<file path="src/rtl/mem_req_arbiter.sv">
// Two-port (instruction fetch / data) request arbiter in front of a single cache controller.
// One request is outstanding at a time; ISSUE is bounded by a TIMEOUT-cycle watchdog.
module mem_req_arbiter #(
    parameter int TIMEOUT = 1024
) (
    input  logic        sys_clk,
    input  logic        rstn,
    input  logic        if_valid,
    input  logic [31:0] if_addr,
    output logic        if_ready,
    output logic [31:0] if_rdata,
    input  logic        d_valid,
    input  logic        d_rw,
    input  logic [31:0] d_addr,
    input  logic [31:0] d_wdata,
    output logic        d_ready,
    output logic [31:0] d_rdata,
    output logic        err,
    output logic [26:0] addr_dram,
    output logic [31:0] din_dram,
    output logic        rw_dram,
    output logic        valid_dram,
    input  logic [31:0] dout_dram,
    input  logic        ready_dram
);

    typedef enum logic [1:0] {
        ST_IDLE  = 2'd0,
        ST_ISSUE = 2'd1,
        ST_DONE  = 2'd2
    } state_t;

    localparam logic        GRANT_IF = 1'b0;
    localparam logic        GRANT_D  = 1'b1;
    localparam logic [15:0] CNT_LAST = 16'(TIMEOUT - 1);

    // Word-aligned and inside the 128 MiB window the cache controller can address.
    function automatic logic addr_bad(input logic [31:0] addr);
        return (addr[1:0] != 2'b00) || (addr[31:27] != 5'b00000);
    endfunction

    state_t      state_r, next_state_s;
    logic [15:0] cnt_r, cnt_nxt_s;
    logic        last_grant_r, last_grant_nxt_s;
    logic        port_r, port_nxt_s;
    logic [26:0] addr_r, addr_nxt_s;
    logic [31:0] din_r, din_nxt_s;
    logic        rw_r, rw_nxt_s;
    logic        valid_r, valid_nxt_s;
    logic        if_ready_r, d_ready_r, err_r;
    logic [31:0] if_rdata_r, d_rdata_r;

    logic        grant_d_s;
    logic [31:0] sel_addr_s;
    logic        pulse_s, pulse_port_s, pulse_err_s;
    logic [31:0] pulse_rdata_s;

    assign grant_d_s  = d_valid && (!if_valid || (last_grant_r == GRANT_IF));
    assign sel_addr_s = grant_d_s ? d_addr : if_addr;

    // Next-state, request-register and completion-pulse decode.
    always_comb begin
        next_state_s     = state_r;
        cnt_nxt_s        = cnt_r;
        last_grant_nxt_s = last_grant_r;
        port_nxt_s       = port_r;
        addr_nxt_s       = addr_r;
        din_nxt_s        = din_r;
        rw_nxt_s         = rw_r;
        valid_nxt_s      = 1'b0;
        pulse_s          = 1'b0;
        pulse_port_s     = port_r;
        pulse_err_s      = 1'b0;
        pulse_rdata_s    = 32'd0;
        case (state_r)
            ST_IDLE: begin
                if (if_valid || d_valid) begin
                    last_grant_nxt_s = grant_d_s ? GRANT_D : GRANT_IF;
                    port_nxt_s       = grant_d_s ? GRANT_D : GRANT_IF;
                    addr_nxt_s       = sel_addr_s[26:0];
                    din_nxt_s        = grant_d_s ? d_wdata : 32'd0;
                    rw_nxt_s         = grant_d_s & d_rw;
                    if (addr_bad(sel_addr_s)) begin
                        next_state_s = ST_DONE;
                        pulse_s      = 1'b1;
                        pulse_port_s = grant_d_s ? GRANT_D : GRANT_IF;
                        pulse_err_s  = 1'b1;
                    end else begin
                        next_state_s = ST_ISSUE;
                        valid_nxt_s  = 1'b1;
                        cnt_nxt_s    = 16'd0;
                    end
                end else begin
                    next_state_s = ST_IDLE;
                end
            end
            ST_ISSUE: begin
                cnt_nxt_s = cnt_r + 16'd1;
                // A late completion on the last allowed cycle wins over the watchdog.
                if (ready_dram) begin
                    next_state_s  = ST_DONE;
                    pulse_s       = 1'b1;
                    pulse_rdata_s = rw_r ? 32'd0 : dout_dram;
                end else if (cnt_r == CNT_LAST) begin
                    next_state_s = ST_DONE;
                    pulse_s      = 1'b1;
                    pulse_err_s  = 1'b1;
                end else begin
                    valid_nxt_s = 1'b1;
                end
            end
            ST_DONE: begin
                next_state_s = ST_IDLE;
            end
            default: begin
                next_state_s = ST_IDLE;
            end
        endcase
    end

    // State, request register and registered outputs.
    always_ff @(posedge sys_clk) begin
        if (!rstn) begin
            state_r      <= ST_IDLE;
            cnt_r        <= 16'd0;
            last_grant_r <= GRANT_IF;
            port_r       <= GRANT_IF;
            addr_r       <= 27'd0;
            din_r        <= 32'd0;
            rw_r         <= 1'b0;
            valid_r      <= 1'b0;
            if_ready_r   <= 1'b0;
            d_ready_r    <= 1'b0;
            err_r        <= 1'b0;
            if_rdata_r   <= 32'd0;
            d_rdata_r    <= 32'd0;
        end else begin
            state_r      <= next_state_s;
            cnt_r        <= cnt_nxt_s;
            last_grant_r <= last_grant_nxt_s;
            port_r       <= port_nxt_s;
            addr_r       <= addr_nxt_s;
            din_r        <= din_nxt_s;
            rw_r         <= rw_nxt_s;
            valid_r      <= valid_nxt_s;
            if_ready_r   <= pulse_s && (pulse_port_s == GRANT_IF);
            d_ready_r    <= pulse_s && (pulse_port_s == GRANT_D);
            err_r        <= pulse_s && pulse_err_s;
            if_rdata_r   <= (pulse_s && (pulse_port_s == GRANT_IF)) ? pulse_rdata_s : 32'd0;
            d_rdata_r    <= (pulse_s && (pulse_port_s == GRANT_D)) ? pulse_rdata_s : 32'd0;
        end
    end

    assign if_ready   = if_ready_r;
    assign if_rdata   = if_rdata_r;
    assign d_ready    = d_ready_r;
    assign d_rdata    = d_rdata_r;
    assign err        = err_r;
    assign addr_dram  = addr_r;
    assign din_dram   = din_r;
    assign rw_dram    = rw_r;
    assign valid_dram = valid_r;

endmodule
</file>
<file path="config.mk">
export PLATFORM = sky130hd
export DESIGN_NAME = mem_req_arbiter
export DESIGN_NICKNAME = d
export VERILOG_FILES = /design/src/rtl/mem_req_arbiter.sv
export SDC_FILE = /design/constraint.sdc
export NUM_CORES = 1
export LEC_CHECK = 0
export ABC_AREA = 1
export ABC_CLOCK_PERIOD_IN_PS = 1600
export CORE_ASPECT_RATIO = 0.5
export CORE_MARGIN = 2
export CORE_UTILIZATION = 37
export CTS_CLUSTER_DIAMETER = 50
export DETAILED_ROUTE_END_ITERATION = 16
export PLACE_DENSITY = 0.85
export SKIP_LAST_GASP = 1
export SLEW_MARGIN = 20
export SYNTH_ARGS = -nofsm -noshare
export SYNTH_HDL_FRONTEND = slang
export SYNTH_SLANG_ARGS = --single-unit
export TNS_END_PERCENT = 1
</file>
<file path="constraint.sdc">
create_clock -name sys_clk -period 1.6 [get_ports sys_clk]
set_input_delay 0.48 -clock sys_clk [delete_from_list [all_inputs] [get_ports sys_clk]]
set_output_delay 0.48 -clock sys_clk [all_outputs]
set_load 0.01 [all_outputs]
</file>
## Word level (Yosys, flattened, before mapping)

Cells that the tools add are included.

| word-level totals | value |
|---|---|
| latch bits | 0 |
| bits in read-only memories | 0 |
| word-level logic and storage cells | 66 |
| bits in writable memories | 0 |
| bits in registers | 147 |
| input bits | 134 |
| memories | 0 |
| output and inout bits | 128 |

| cells by class | value |
|---|---|
| shift-type cells | 0 |
| mux-type cells | 29 |
| $mul | 0 |
| reduce and logical (&&, ||, !) cells | 16 |
| $add $sub $neg | 1 |
| divide/modulo/power cells | 0 |
| eq/ne operators | 5 |
| order comparisons | 0 |
| bitwise gates (word level) | 3 |

Operator list:

| cell | count |
|---|---|
| $mux W32 | 5 |
| $mux W16 | 2 |
| $pmux W16 S2 | 1 |
| $add A16 B1 Y16 const B | 1 |
| $eq A16 B10 Y1 const B | 1 |
| $mux W1 | 13 |
| $mux W2 | 4 |
| $pmux W1 S2 | 3 |
| $reduce_and A2 Y1 | 3 |
| $reduce_bool A5 Y1 | 1 |
| $logic_and A1 B1 Y1 | 4 |
| $ne A2 B2 Y1 const B | 2 |
| $pmux W2 S2 | 1 |
| $reduce_bool A2 Y1 | 2 |
| $logic_or A1 B1 Y1 | 3 |
| $ne A3 B3 Y1 const B | 1 |
| $reduce_and A3 Y1 | 1 |
| $eq A2 B1 Y1 const B | 1 |
| $logic_not A2 Y1 | 1 |
| $not A1 Y1 | 2 |
| $and A1 B1 Y1 | 1 |
| $logic_not A1 Y1 | 1 |

## Logic depth before layout (Yosys ltp)

| depth | value |
|---|---|
| depth after elaboration | 12 |
| gate-level depth with buffers | 13 |
| mapped depth without buffers | 11 |

## Worst setup path after synthesis

No wires, ideal clock.

| path | value |
|---|---|
| path kind | input port to flip-flop |
| start | in if_valid |
| end | reg cnt_r[2] |
| setup slack | -0.053 ns |
| library setup time | 0.132 ns |
| stages | 10 |
| arrival | 1.520 ns |
| buffers on the path | 2 |
| data required time | 1.468 ns |
| path through | nand2_2 nand2_2 buf_6 nand2_2 nand2_2 nor2_2 nand3_1 buf_2 nand3_1 a21oi_1 |

| between the ends | value |
|---|---|
| word-level cells in the longest chain between the ends | 8 |
| elaborated cells between the ends (all ways) | 11 |
| classes of those cells | eq/ne (2); mux (1); reduce/logical (8) |

Ends and longest elaborated chain:

| element | line | RTL |
|---|---|---|
| from (decl) | 8 | `input logic if_valid,` |
| $logic_not A1 Y1 | 58 | `assign grant_d_s = d_valid && (!if_valid \|\| (last_grant_r == GRANT_IF));` |
| $logic_or A1 B1 Y1 | 58 |  |
| $logic_and A1 B1 Y1 | 58 |  |
| $mux W32 | 59 | `assign sel_addr_s = grant_d_s ? d_addr : if_addr;` |
| $reduce_bool A5 Y1 or $reduce_bool A2 Y1 (tied branches) | 39 | `return (addr[1:0] != 2'b00) \|\| (addr[31:27] != 5'b00000);` |
| $logic_or A1 B1 Y1 | 39 |  |
| $ne A2 B2 Y1 (no line) | -- |  |
| $reduce_and A3 Y1 (no line) (*) | -- |  |
| to (signal assigned) | 139 | `cnt_r <= cnt_nxt_s;` |
| to (decl) | 43 | `logic [15:0] cnt_r, cnt_nxt_s;` |

Mark *: on every way between the ends. The rest lies on a longest branch, timed or not.
A chain may end at the register's enable or synchronous reset.

## Final worst setup path

| path | value |
|---|---|
| start | reg din_r[24], in the netlist din_dram[24] |
| end | out din_dram[24] |

RTL lines:

| element | line | RTL |
|---|---|---|
| from (decl) | 47 | `logic [31:0] din_r, din_nxt_s;` |
| from (signal assigned) | 143 | `din_r <= din_nxt_s;` |
| to (decl) | 20 | `output logic [31:0] din_dram,` |

No word-level cell between the ends.

==> results.cfg <==
[status]
outcome = complete, but fails checks
violations = negative setup slack

[route]
drt_first_pass_iters = 5
viasPerCell = 5.00
wl_per_cell_um = 15.4
totalWireLength_um = 18200
num_vias = 5894
ant_nets = 0
drcViolationCount = 0
drt_iter0_markers = 451

[cts]
holdBufCountCts = 0
clkLatencyLatePin_ns = 0.42
path_clk_slew_ns = 0.07
cts_htree_levels = 4
cts_tree = done
cts.sinks = 147
cts_buffers = 17
cts_root_buf = clkbuf_16
clk_path_buf_depth = 2

[die]
core_um2 = 14400
start_util_pct = 37.6
die_x_um = 175
fp.dieH_um = 89.3
die_area_um2 = 15600
fp-row-count = 31
ios = 262

[synthesis]
ys.flop_type = dfxtp_1
synth.largest_area_cell = dfxtp_1
ys_warn_count = 0
ys_ff_latch = 147
synth.cell_area_um2 = 5390
async_flop_share_pct = 0
postSynthAreaPerCell_um2 = 8.07
synth_common_cells = dfxtp_1, nand2_1, nand3_1
ys_types = 28
synth.area.top_cells = dfxtp_1, nand3_1, nand2_1
syn_nets = 803
seq_area_frac_synth_pct = 54.6
synth_most_common_cell = dfxtp_1
syn-instance-count = 668
synth_top_cell_area_share_pct = 54.6
synth_edf_count = 0

[sta]
final_hold_viol_count = 0
max_freq_mhz = 558
setup_viol_count_final = 190
layout_setup_ws_ns = -0.192
rsz0062_at_grt = yes
clock_skew_ns = 0.0107
timing.hold.ws_ns = 0.462
slew-limit-headroom_pct = 76.4
setup_tns_ns = -21.74
min_period_ns = 1.79
tightestPinTransition_ns = 0.354
fin_crit_sh_pct = 112
drv_slew = 0

[finish]
nets = 1102
drive_gt1_share_pct = 13.7
final_cell_area_um2 = 9370
syn_to_final_growth_pct = 73.9
fill_cells = 1070
antennaDiodeCount = 0

[global_route]
gr-usage-met3_pct = 5.48
grt_busiest_layer = met2
grt_usage_pct = 21.8
grt_pass1_wl_um = 27100
first_global_vias = 5585
grt_start_max_net_pins = 47
grt.met1_usage_pct = 24.7
antenna_found_initial = 0
gr-total-overflow = 0
met2_usage_pct = 40.1

[critical_path]
crit_slowest_cell = clkdlybuf4s50_1
worstPathCellList = clkdlybuf4s50_1
ff2ff_setup_slack_ns = -0.07
crit_start = din_dram[24]
arrival_ns = 1.31
timing.rr.start = port_r
path_class = reg -> out
cpPeakStageDelay_ns = 0.56
start_kind = flop
critPathBufInv = 1
r2r_cells = 11
worst_ep_required_time_ns = 1.12
endpoint_kind = output port
rr_endpoint = if_rdata[7]
cpLargestDelayFamily = buffers and inverters
crit_fanout = 2

[place]
dp.final_hpwl_um = 12500
place_ws_ns = -0.668
portBuffers = 261
placed_cell_area_um2 = 8540
gp_congestion = 0.899

[min_path]
hold_class = reg -> reg
hold_path_end = din_dram[14]
holdPathStages = 2
worstHoldStart = din_dram[14]

[power_and_ir_drop]
leakagePower_nw = 3.55
power-per-cell-area_nw_per_um2 = 976
vdd_drop_max_uv = 620
power_mw = 9.14

[flow_run]
drv_cap = 0
-- what timing repair did --
item / in CTS / in global routing
setup buffers: 2 / 8
pin swaps: 1 / 16
endpoints found under the setup margin: 259 / 274
gates cloned: 0 / 2
gates resized for setup: 3 / 24
-- worst max path at each step --
stage | to | slack, ns | cells past startpoint
2_1_floorplan | d_rdata[22] | -0.04 | 13
6_report | din_dram[24] | -0.19 | 1
4_1_cts | if_rdata[7] | -0.24 | 12
3_3_place_gp | d_rdata[14] | -0.57 | 12
3_5_place_dp | d_rdata[28] | -0.67 | 12
5_1_grt | d_rdata[3] | -0.24 | 1
-- per-layer routing --
layer / vias up / wire (um)
met1: 2767 / 7210
met2: 246 / 9210
met3: 45 / 1230
li1: 2836 / -
met5: - / 0
met4: 0 / 512
-- power breakdown --
part	internal, mW	leakage [nW]	switching, mW	total, mW
registers	3.79	1.20	0.0647	3.85
clock network	2.12	0.297	1.86	3.98
logic	0.745	2.06	0.569	1.31
total	6.65	3.55	2.49	9.14
-- cell families after synthesis --
group | after synthesis | synth area share [%]
AOI/OAI and AO/OA | 125 | 12.5
DFF | 147 | 54.6
adders and majority gates | 1 | 0.232
buffers and inverters | 75 | 6.31
and+or+nand+nor | 320 | 26.3
-- cell usage in the layout (no fill, tap or decap), types with 2 or more instances in the layout --
master	count
clkdlybuf4s50_1	255
dfxtp_1	145
nand2_1	107
nand3_1	97
nor2_1	76
a21oi_1	54
buf_4	54
o21ai_0	41
a31oi_1	27
inv_1	25
clkbuf_16	19
nand2_2	11
buf_12	9
clkinv_8	7
nor2_2	6
nand4_1	6
nand2_4	5
nor2_4	4
dlymetal6s2s_1	4
inv_2	3
clkinv_4	3
inv_8	3
and2_1	2
nor3_1	2
inv_6	2
dfxtp_2	2
-- stage by stage --
stage | utilization [%] | instances
4_1_cts | 64.0 | 1168
5_1_grt | 65.3 | 1178
6_report | 65.3 | 1178
3_3_place_gp | 59.5 | 1134
2_1_floorplan | - | 668
3_5_place_dp | 59.5 | 1134
-- sequential cells by signal, indices dropped and copies added (netlist names), 2 cells and up --
signal	count
state_r	2
cnt_r	16
if_rdata	32
d_rdata	32
addr_dram	27
din_dram	32
-- final cells by class --
cell class	count	area (um^2)	area share, %
Clock buffer	17	425	4.54
Clock inverter	15	191	2.04
Inverter	29	109	1.16
Multi-Input combinational cell	446	2200	23.4
Sequential cell	147	2950	31.4
Tap cell	198	248	2.64
Timing Repair Buffer	326	3260	34.8
-- worst register-to-register path: cells and delay by family (launching register included) --
family                 cells  cell delay, ns
buffers and inverters      1            0.17
AO/OA/AOI/OAI              1            0.21
flip-flops                 1            0.38
AND/OR/NAND/NOR            9            0.85
No activity file was read; power rests on OpenSTA's default activity.
